### src/rtl/prio_rr_arbiter_pkg.sv
// Shared definitions for the round-robin arbiter: requester count,
// index and hold-counter widths, and FSM state encoding.
package prio_rr_arbiter_pkg;

   localparam int unsigned NUM_REQ = 4;
   localparam int unsigned IDX_W   = 2;
   localparam int unsigned HOLD_W  = 4;

   typedef enum logic {
      ST_IDLE = 1'b0,
      ST_OWN  = 1'b1
   } arb_state_e;

endpackage : prio_rr_arbiter_pkg

### src/rtl/rr_prio_enc4.sv
// Round-robin winner search over four requesters.
// Ports:
//   req   - request vector, bit i = requester i
//   last  - index of the most recent grant; search starts at last+1
//   idx   - winning index (0 when found=0)
//   found - high when at least one request bit is set
module rr_prio_enc4
   import prio_rr_arbiter_pkg::*;
(
   input  logic [NUM_REQ-1:0] req,
   input  logic [IDX_W-1:0]   last,
   output logic [IDX_W-1:0]   idx,
   output logic               found
);

   logic [IDX_W-1:0] w_cand;

   // Visit last+1 .. last+4 (mod 4); the first set bit wins, so last itself has lowest priority.
   always_comb begin
      idx    = '0;
      found  = 1'b0;
      w_cand = '0;
      for (int unsigned k = 1; k <= NUM_REQ; k++) begin
         w_cand = IDX_W'(32'(last) + k);
         if (!found && req[w_cand]) begin
            idx   = w_cand;
            found = 1'b1;
         end
      end
   end

endmodule : rr_prio_enc4

### src/rtl/prio_rr_arbiter.sv
// Four-way round-robin arbiter with a per-grant hold limit.
// An owner keeps the grant while it requests, for at most MAX_HOLD cycles;
// on expiry the grant moves on (or is re-issued to the same owner) and
// preempt pulses for one cycle.
// Ports:
//   clk     - clock, rising edge
//   reset   - asynchronous, active-high reset
//   req     - level request lines
//   gnt     - registered one-hot grant
//   gnt_id  - registered binary owner index (0 when idle)
//   busy    - registered, high while a grant is active
//   preempt - registered one-cycle pulse after a hold-limit release
module prio_rr_arbiter
   import prio_rr_arbiter_pkg::*;
#(
   parameter int unsigned MAX_HOLD = 8
)
(
   input  logic               clk,
   input  logic               reset,
   input  logic [NUM_REQ-1:0] req,
   output logic [NUM_REQ-1:0] gnt,
   output logic [IDX_W-1:0]   gnt_id,
   output logic               busy,
   output logic               preempt
);

   localparam logic [HOLD_W-1:0] HOLD_LAST = HOLD_W'(MAX_HOLD - 1);

   arb_state_e         r_state,    w_state;
   logic [NUM_REQ-1:0] r_gnt,      w_gnt;
   logic [IDX_W-1:0]   r_gnt_id,   w_gnt_id;
   logic               r_busy,     w_busy;
   logic               r_preempt,  w_preempt;
   logic [HOLD_W-1:0]  r_hold_cnt, w_hold_cnt;
   logic [IDX_W-1:0]   r_last,     w_last;

   logic               w_arbitrate;
   logic [IDX_W-1:0]   w_win;
   logic               w_found;

   rr_prio_enc4 u_enc (
      .req   (req),
      .last  (r_last),
      .idx   (w_win),
      .found (w_found)
   );

   // State and output registers; last resets to 3 so requester 0 is searched first.
   always_ff @(posedge clk or posedge reset) begin
      if (reset) begin
         r_state    <= ST_IDLE;
         r_gnt      <= '0;
         r_gnt_id   <= '0;
         r_busy     <= 1'b0;
         r_preempt  <= 1'b0;
         r_hold_cnt <= '0;
         r_last     <= IDX_W'(NUM_REQ - 1);
      end else begin
         r_state    <= w_state;
         r_gnt      <= w_gnt;
         r_gnt_id   <= w_gnt_id;
         r_busy     <= w_busy;
         r_preempt  <= w_preempt;
         r_hold_cnt <= w_hold_cnt;
         r_last     <= w_last;
      end
   end

   // Next-state and next-output logic.
   always_comb begin
      w_state     = r_state;
      w_gnt       = r_gnt;
      w_gnt_id    = r_gnt_id;
      w_busy      = r_busy;
      w_preempt   = 1'b0;
      w_hold_cnt  = r_hold_cnt;
      w_last      = r_last;
      w_arbitrate = 1'b0;

      case (r_state)
         ST_IDLE: begin
            w_arbitrate = 1'b1;
         end
         ST_OWN: begin
            if (!req[r_gnt_id]) begin
               // Voluntary release: never flagged as preemption.
               w_arbitrate = 1'b1;
            end else if (r_hold_cnt == HOLD_LAST) begin
               // Hold limit reached; the search starts after the owner, so it
               // is re-granted only if nobody else is requesting.
               w_arbitrate = 1'b1;
               w_preempt   = 1'b1;
            end else if (r_hold_cnt != '1) begin
               w_hold_cnt = r_hold_cnt + HOLD_W'(1);
            end
         end
         default: begin
            w_arbitrate = 1'b1;
         end
      endcase

      if (w_arbitrate) begin
         if (w_found) begin
            w_state    = ST_OWN;
            w_gnt      = NUM_REQ'(1) << w_win;
            w_gnt_id   = w_win;
            w_busy     = 1'b1;
            w_hold_cnt = '0;
            w_last     = w_win;
         end else begin
            w_state    = ST_IDLE;
            w_gnt      = '0;
            w_gnt_id   = '0;
            w_busy     = 1'b0;
            w_hold_cnt = '0;
         end
      end
   end

   assign gnt     = r_gnt;
   assign gnt_id  = r_gnt_id;
   assign busy    = r_busy;
   assign preempt = r_preempt;

endmodule : prio_rr_arbiter

### config.mk
export PLATFORM = sky130hd
export DESIGN_NAME = prio_rr_arbiter
export DESIGN_NICKNAME = d
export VERILOG_FILES = /design/src/rtl/prio_rr_arbiter_pkg.sv /design/src/rtl/rr_prio_enc4.sv /design/src/rtl/prio_rr_arbiter.sv
export SDC_FILE = /design/constraint.sdc
export NUM_CORES = 1
export LEC_CHECK = 0
export CAP_MARGIN = 20
export CORE_MARGIN = 2
export CORE_UTILIZATION = 45
export DETAILED_ROUTE_END_ITERATION = 16
export PLACE_DENSITY = 0.7
export SLEW_MARGIN = 20
export SYNTH_ARGS = -nofsm -noshare
export SYNTH_HDL_FRONTEND = slang
export SYNTH_SLANG_ARGS = --single-unit
export TNS_END_PERCENT = 50
### constraint.sdc
create_clock -name clk -period 1.92 [get_ports clk]
set_input_delay 0.288 -clock clk [delete_from_list [all_inputs] [get_ports clk]]
set_output_delay 0.288 -clock clk [all_outputs]
set_load 0.01 [all_outputs]
==> flow_summary.ini <==
[critical_path]
worst_setup_path_start_kind = flop
timing.rr.end = gnt_id[1]$_DFFE_PP0P_
worstSetupPathType = flop to flop
worst_ep_required_time_ns = 2.09
cp_cell_sequence = ha_1 > nand2_1 > or2_2 > nand2b_4 > mux2_4
crit_path_max_incr_delay_ns = 0.39
cp_max_fo = 7
critPathArrivalTime_ns = 1.80
crit-reg2reg-launch = r_hold_cnt[0]$_DFFE_PP0P_
worst-r2r-setup-slack_ns = 0.29
reg2reg_depth = 5
endpoint_kind = flop
slowest_stage = sky130_fd_sc_hd__dfrtp_1

[clock_network]
root_buffer = sky130_fd_sc_hd__clkbuf_4
clock_sink_count = 14
postCtsResizedCells = 0
h-tree-depth = 1
post_cts_buffers = 0
cts_tree = done
cts_max_path_buffers = 2
clkTransAtPathRegs_ns = 0.08
clock_buffer_count_from_cts = 3
post_cts_hold_buffer_count = 0
clock_latency_on_the_worst_skew_pair_ns = 0.28

[routing]
finalWirelength_um = 1455
route.detailed.drc = 0
drt_first_pass_iters = 4
vias_per_cell = 5.600
dr_total_vias = 588
drt.antenna.violating_nets = 0
detail_route.wl_per_cell_um = 13.86
dr.first_iter.drc_count = 6

[timing]
skew_ns = 0.01158
clock.fmax_mhz = 614.8
report.final.slew_viol_count = 0
setup_repair_after_global_routing_missed_its_margin = no
finalHoldViolations = 0
maxSlewHeadroom = 0.6544
timing.final.crit_share = 0.8472
worstMarginPinSlew_ns = 0.5179
layout_min_cycle_time_ns = 1.627
total_negative_setup_slack_ns = 0
setup_viol = 0

[floorplan]
initial_utilization = 0.4951
std_cell_rows = 14
floorplan.die_area_sq_mm = 0.002042
die_height_um = 45.19
floorplan.die.width_um = 45.19
number_of_top_level_pins = 14
core_area_sq_mm = 0.001541

[flow_run]
max_cap_viol_count = 0

[synth]
postSynthRegisterBits = 14
yosysSeqAreaShare = 0.4623
syn-mean-instance-area_sq_um = 10.90
synthArstFlopShare = 1.000
syn_nets = 77
yosys_most_used_dff = sky130_fd_sc_hd__dfrtp_1
distinct_cells_synth = 32
syn-cell-area_sq_um = 763.2
synth-warning-count = 0
synth_enable_flop_cells = 0
netlist_instances = 70

[finish]
stdcell_area_sq_um = 947.2
fillers = 128
post_route_cells_drive_above_1_share = 0.2135
final_net_count = 97
areaGrowthSynthToFinish_pct = 24.10
n_antenna_cell = 0

[placement]
gp_congestion = 0.7983
half_perimeter_wire_length_after_detailed_placement_um = 1075
postPlaceCellArea_sq_um = 920.9
placement.io_buffers = 13

[pwr]
p_per_area_mw_per_mm2 = 1380
power.sequential.fraction = 0.385
cellInternalPower_w = 0.0008622
clock_power_share = 0.127
p_sw_w = 0.0004451
power.static_leakage_nw = 0.4301
vdd_drop_max_mv = 0.7971
pwr-share-comb = 0.488
power_switching_share = 0.3405

[grt]
grt_start_max_net_pins = 15
overflow = 0
groute.usage.overall = 0.1676
grt_pass1_wl_um = 2449
grt_antenna_before_repair = 0
first_global_vias = 567

[min_path]
hp-class = input pin to asynchronous set/reset pin

[run_status]
run_status = completed
-- per-layer routing --
| metal | part of all wire | vias to the layer above | GRT usage |
|---|---|---|---|
| met4 | 0.0062 | 0 | 0.03529 |
| met1 | 0.48 | 278 | 0.2259 |
| met5 | 0 | - | 0 |
| met3 | 0.054 | 2 | 0.06000 |
| met2 | 0.46 | 17 | 0.2600 |
| li1 | - | 291 | - |
-- cells by family (layout without fill, tap and decap cells) --
logic type / count (synthesis) / count (layout) / synth area share
flops: 14 / 14 / 0.4623
compound gates: 13 / 13 / 0.1459
fa+ha+maj: 1 / 1 / 0.01639
mux: 6 / 6 / 0.09344
simple gates: 29 / 29 / 0.2213
xor+xnor: 1 / 1 / 0.01148
buf+inv: 6 / 25 / 0.04917
-- sequential cells by signal (all words and copies together) (netlist names) --
signal and count:
busy 1, r_last 2, gnt_id 2, r_hold_cnt 4, preempt 1, gnt 4
-- area by class of cell --
| class | count | area (sq um) | area share |
|---|---|---|---|
| Sequential cell | 14 | 352.8 | 0.3725 |
| Multi-Input combinational cell | 50 | 372.9 | 0.3937 |
| Timing Repair Buffer | 17 | 160.2 | 0.1691 |
| Inverter | 4 | 15.01 | 0.01585 |
| Clock buffer | 4 | 26.28 | 0.02774 |
| Tap cell | 16 | 20.02 | 0.02114 |
-- synth_stat cells, types with 3 or more instances --
cell	count	area, sq um
sky130_fd_sc_hd__dfrtp_1	12	300.3
sky130_fd_sc_hd__nor2_1	8	30.03
sky130_fd_sc_hd__nand2b_1	5	31.28
sky130_fd_sc_hd__inv_1	4	15.01
sky130_fd_sc_hd__mux2i_1	3	30.03
sky130_fd_sc_hd__nand2_1	3	11.26
-- cell usage in the layout, fill, tap and decap left out, drive strengths merged --
cell type	Yosys	final
clkbuf	0	4
nand4b	1	1
buf	2	4
or2b	1	1
xor2	1	1
and3	1	1
o221a	1	1
o21ai	1	1
and2b	1	1
a221oi	1	1
dfstp	2	2
o221ai	2	2
or2	2	2
a21oi	2	2
o32ai	1	1
mux2	3	3
inv	4	4
nand2	3	3
nor2	8	8
nor3b	2	2
dfrtp	12	12
nand4	2	2
nand3	1	1
clkdlybuf4s50	0	13
o31ai	1	1
a31o	2	2
mux2i	3	3
o22a	1	1
nand2b	6	6
nand3b	1	1
ha	1	1
a22o	1	1
-- power groups by stage --
stage	Sequential [W]	Combinational, W	Clock [W]
floorplan	0.000513	0.000457	0
global placement	0.000502	0.000635	0
detailed placement	0.000509	0.000635	0
CTS	0.000504	0.000642	0.000174
global route	0.000517	0.000697	0.000186
finish	0.000503	0.000638	0.000166
-- worst max path at each step --
stage / start / end / slack, ns / depth (start not counted)
detailed placement: req[3] / gnt_id[0]$_DFFE_PP0P_ / 0.06 / 5
finish: r_hold_cnt[0]$_DFFE_PP0P_ / gnt_id[1]$_DFFE_PP0P_ / 0.29 / 5
global placement: req[3] / gnt_id[0]$_DFFE_PP0P_ / 0.09 / 5
CTS: r_hold_cnt[0]$_DFFE_PP0P_ / gnt_id[1]$_DFFE_PP0P_ / 0.30 / 5
floorplan: r_hold_cnt[0]$_DFFE_PP0P_ / gnt_id[0]$_DFFE_PP0P_ / 0.34 / 6
global route: r_hold_cnt[0]$_DFFE_PP0P_ / gnt_id[1]$_DFFE_PP0P_ / 0.18 / 5
-- worst max-delay path, delay by kind of cell (launching register included) --
family | cells | cell delay (ns)
DFF | 1 | 0.39
adders and majority gates | 1 | 0.24
and+or+nand+nor | 3 | 0.60
muxes | 1 | 0.31
-- through the flow --
step / utilization / setup WS [ns] / total power (W) / cells / hold slack (ns)
global placement: 0.5974 / 0.08924 / 0.001137 / 101 / 0.5085
CTS: 0.6144 / 0.2973 / 0.001320 / 105 / 0.3458
finish: 0.6144 / 0.2933 / 0.001307 / 105 / 0.3326
global route: 0.6144 / 0.1790 / 0.001400 / 105 / 0.3967
floorplan: - / 0.3422 / 0.0009696 / 70 / 0.1758
detailed placement: 0.5974 / 0.05984 / 0.001144 / 101 / 0.5165
(Power assumes the default switching activity.)
==> RTL edit 1 (config.mk and constraints unchanged) <==
Reset style: synchronous (`reset`), changed in one clocked block. Comments in the files are not updated.
--- a/src/rtl/prio_rr_arbiter.sv
+++ b/src/rtl/prio_rr_arbiter.sv
@@ -47,7 +47,7 @@
    );
 
    // State and output registers; last resets to 3 so requester 0 is searched first.
-   always_ff @(posedge clk or posedge reset) begin
+   always_ff @(posedge clk) begin
       if (reset) begin
          r_state    <= ST_IDLE;
          r_gnt      <= '0;
Function: differs if reset is asserted again (counterexample within 4 cycles, from zero or initial values and one cycle with reset high); with reset held inactive, the same outputs for 10 cycles.
==> RTL edit 1 against the unedited design <==
- sequential cell count unchanged
- clock skew down 7.1 ps
- global-route usage up 1.7 points
- non-clock buffer count up 4
- synthesized area down 9.7%
- routed wire length up 1.4%
- worst setup slack worse by 40 ps
- design area down 2.6%
- via count up 11%
Power is not compared: it rests on default switching activity, and its combinational part moved more than twofold at a synthesized area within 25%.
==> RTL edit 1: results (changes against the unedited design) <==
status: "finished clean"
layout.cells.non_filler: 117  # +11%
place_congestion: 0.762  # -4.5%
synthCells: 79  # +13%
synth_common_cells: "dfxtp_1, nor2_1, a21oi_1"
tightest_slew_ps: 392  # -126 ps
ys_seq_area_share_pct: 40.7  # -5.6 points
grt_max_degree: 9  # -6
max_stage_delay_ps: 560  # +170 ps
dp_slack_ps: -24.5  # -84.4 ps
vias: 652  # +11%
drive_above_1_share_pct: 15.8  # -5.5 points
drt-initial-drc-count: 21  # +15
grt_pass1_wl_um: 2610  # +6.5%
cpLargestDelayFamily: "buffers and inverters"
dp_cells: 113  # +12%
synth_ff_type: "dfxtp_1"
drt_wl_total_um: 1480  # +1.4%
crit_arrival_ps: 1860  # +60 ps
grt_pass1_vias: 622  # +9.7%
dp_hpwl_um: 1120  # +4.5%
ys_types: 34  # +6.3%
synth.net_count: 86  # +12%
track_usage_pct: 18.5  # +1.7 points
slowest_stage: "clkdlybuf4s50_1"
hold_class: "flip-flop to flip-flop"
n_fill_cell: 138  # +7.8%
async_flop_share_pct: 0  # -100 points
## RTL edit 1: final timing paths
kind                            depth (start not counted)   endpoint           from  slack, ps
worst min-delay path                                    1     gnt[1]         gnt[1]        470
worst min register to register                          1     gnt[1]         gnt[1]        470
worst max-delay path                                    7     gnt[2]         req[0]        250
worst max register to register                          5  r_last[0]  r_hold_cnt[0]        420
## RTL edit 1: through the flow
step | utilization, % | setup TNS (ps) | power [mW] | cell area, um2
final | 62.7 | 0 | 0.747 | 922
after floorplan | - | 0 | 0.455 | 689
after detailed placement | 60.2 | -28.1 | 0.543 | 886
after global routing | 62.7 | 0 | 0.789 | 922
after CTS | 62.7 | 0 | 0.752 | 922
after global placement | 60.2 | 0 | 0.542 | 886
## RTL edit 1: per-layer routing
| layer | wire length, um | up-vias | share of wire, % | GRT usage, % |
|---|---|---|---|---|
| met1 | 747 | 298 | 51 | 24.9 |
| li1 | - | 331 | - | - |
| met3 | 65 | 5 | 4.4 | 3.83 |
| met2 | 627 | 18 | 43 | 27.8 |
| met5 | 0 | - | 0 | 0 |
| met4 | 35 | 0 | 2.4 | 9.09 |
## RTL edit 1: area by class of cell
class / instances / area, um2 / area share [%]
clock buffers: 4 / 36.3 / 3.93
inverters: 4 / 15.0 / 1.63
multi-input cells: 58 / 380 / 41.2
flip-flops and latches: 14 / 280 / 30.4
well taps: 16 / 20.0 / 2.17
repair buffers: 21 / 190 / 20.6
## RTL edit 1: cell families (layout without fill, tap and decap cells)
family / Yosys count / after routing / share of synthesized area (%)
adder cells (fa/ha/maj): 1 / 1 / 1.81
AO/OA/AOI/OAI: 23 / 23 / 24.0
buffers and inverters: 7 / 29 / 4.17
flip-flops: 14 / 14 / 40.7
AND/OR/NAND/NOR: 29 / 29 / 22.3
multiplexers: 4 / 4 / 5.81
XOR/XNOR: 1 / 1 / 1.27
## RTL edit 1: worst reg2reg max path, stage by stage, from the launching register on
cell and delay [ps]:
dfxtp_1 380, ha_1 220, and2_1 200, nand2b_1 130
a21oi_1 300, mux2i_1 210
## RTL edit 1: report_power, final
group          total (mW)  internal, mW  switching, mW
Sequential          0.343         0.317         0.0262
Combinational       0.195         0.107         0.0879
Clock               0.210         0.116         0.0939
==> RTL edit 2 (same flow settings) <==
Without the edit above. `NUM_REQ`: 4 -> 5.
--- a/src/rtl/prio_rr_arbiter_pkg.sv
+++ b/src/rtl/prio_rr_arbiter_pkg.sv
@@ -2,7 +2,7 @@
 // index and hold-counter widths, and FSM state encoding.
 package prio_rr_arbiter_pkg;
 
-   localparam int unsigned NUM_REQ = 4;
+   localparam int unsigned NUM_REQ = 5;
    localparam int unsigned IDX_W   = 2;
    localparam int unsigned HOLD_W  = 4;
 
Ports: changed (resized gnt and req); port bits go from 14 to 16. No check against the original RTL was run, so the function may have changed too.
==> RTL edit 2 against the unedited design <==
- sequential cell count unchanged
- design area increased by 2.2%
- worst hold slack improved by 4.5 ps
- non-clock buffer count increased by 1
- power increased by 2.8%
- synthesized area decreased by 0.82%
- critical path depth unchanged
- first-iteration DRC count increased to 2.7 times the old value
- worst setup slack got worse by 50 ps
- count of clock-buffer cells in the layout unchanged
- routed wire length decreased by 2.8%
- largest power group unchanged
==> RTL edit 2: results (changes against the unedited design) <==
rows: 14  # unchanged
status: "finished clean"
clk_share_pct: 3.75  # +0.97 points
synthCells: 71  # +1.4%
ys_seq_area_share_pct: 46.3  # +0.051 points
ys_types: 37  # +16%
sh_seq_area_pct: 36.2  # -1.1 points
tightest_slew_ps: 504  # -13.7 ps
synth_common_cells: "dfrtp_1, nand2b_1, nor2_1"
synth.net_count: 79  # +2.6%
final_area_um2: 968  # +2.2%
cpLargestDelayFamily: "flip-flops"
first_pass_iters: 5  # +1
max_stage_delay_ps: 400
grt_max_degree: 15  # unchanged
ir_worst_vdd_uv: 816  # +2.3%
multi_input_area_share_pct: 39.1  # -0.22 points
n_all_buffers: 18  # +1
dp_slack_ps: 46.3  # -13.6 ps
place_congestion: 0.746  # -6.5%
yosys_warnings: 0  # unchanged
layout.cells.non_filler: 107  # +1.9%
synthXorXnorAreaFrac_pct: 1.16  # +0.0095 points
dp_cells: 103  # +2.0%
postPlaceCellArea_um2: 932  # +1.2%
cp_max_fo: 5  # -2
dr_wl_met2_um: 622  # -6.6%
dp_hpwl_um: 1100  # +2.5%
grt_pass1_wl_um: 2440  # -0.29%
cts_root_buffer: "clkbuf_4"
vias_per_cell: 5.77  # +3.0%
n_fill_cell: 138  # +7.8%
track_usage_pct: 16.7  # -0.041 points
fin_skew_ps: 4.66  # -6.92 ps
cts_max_level: 1  # unchanged
hold_class: "input port to async pin"
met1_length_um: 730  # +4.3%
synth-compound-area-share_pct: 22.1  # +7.6 points
diodes: 0  # unchanged
synth_fa_ha_area_share_pct: 1.65  # +0.014 points
antenna_found_initial: 0  # unchanged
drt_wl_total_um: 1410  # -2.8%
drt-initial-drc-count: 16  # +10
bufAreaShareNonClock_pct: 17.3  # +0.40 points
ys_ff_latch: 14  # unchanged
clkLatencyLatePin_ps: 270
nMultiInputCombCells: 51  # +2.0%
ctsResizeCount: 0  # unchanged
muxShareOfSynthArea_pct: 5.95  # -3.4 points
post-cts-setup-buffers: 0  # unchanged
p_leak_nw: 0.428  # -0.47%
clk_pin_slew_ps: 80  # about the same
nClkBuffers: 4  # unchanged
async_flop_share_pct: 100  # unchanged
dr_wl_met3_um: 53  # -32%
slowest_stage: "dfrtp_1"
cts_buffers: 3  # unchanged
grt_pass1_vias: 558  # -1.6%
synth_area_leaders: "dfrtp_1, nand2b_1, mux2i_1"
drive_above_1_share_pct: 19.8  # -1.6 points
RTL edit 2: changes by cell type in the layout (fill, tap and decap cells not counted), sizes merged, moves of 2 or more:
cell	before	now
dfrtp	12	14
o221ai	2	0
dfstp	2	0
a21oi	2	5
mux2	3	1
nand3	1	3
nor2	8	6
o22ai	0	2
nor3b	2	0
RTL edit 2: routing by layer:
layer  up-vias  track usage, %
li1        304               -
met1       297            25.2
met2        14            24.0
met3         2            3.60
met4         0            5.29
met5         -               0
RTL edit 2: final timing paths:
check	start	endpoint	slack, ps	cells after the start
setup / recovery	r_hold_cnt[0]	r_last[1]	240	5
hold / removal	reset	gnt[2]	340	2
setup reg to reg	r_hold_cnt[0]	r_last[1]	240	5
hold reg to reg	gnt[0]	gnt[0]	530	1
max in group asynchronous	reset	preempt	1240	2
min in group clk	gnt[0]	gnt[0]	530	1
RTL edit 2: report_power, final:
part           internal [mW]  switching (mW)  leakage, nW
registers              0.391          0.0944        0.177
clock network          0.115          0.0905       0.0210
logic                  0.353           0.301        0.230
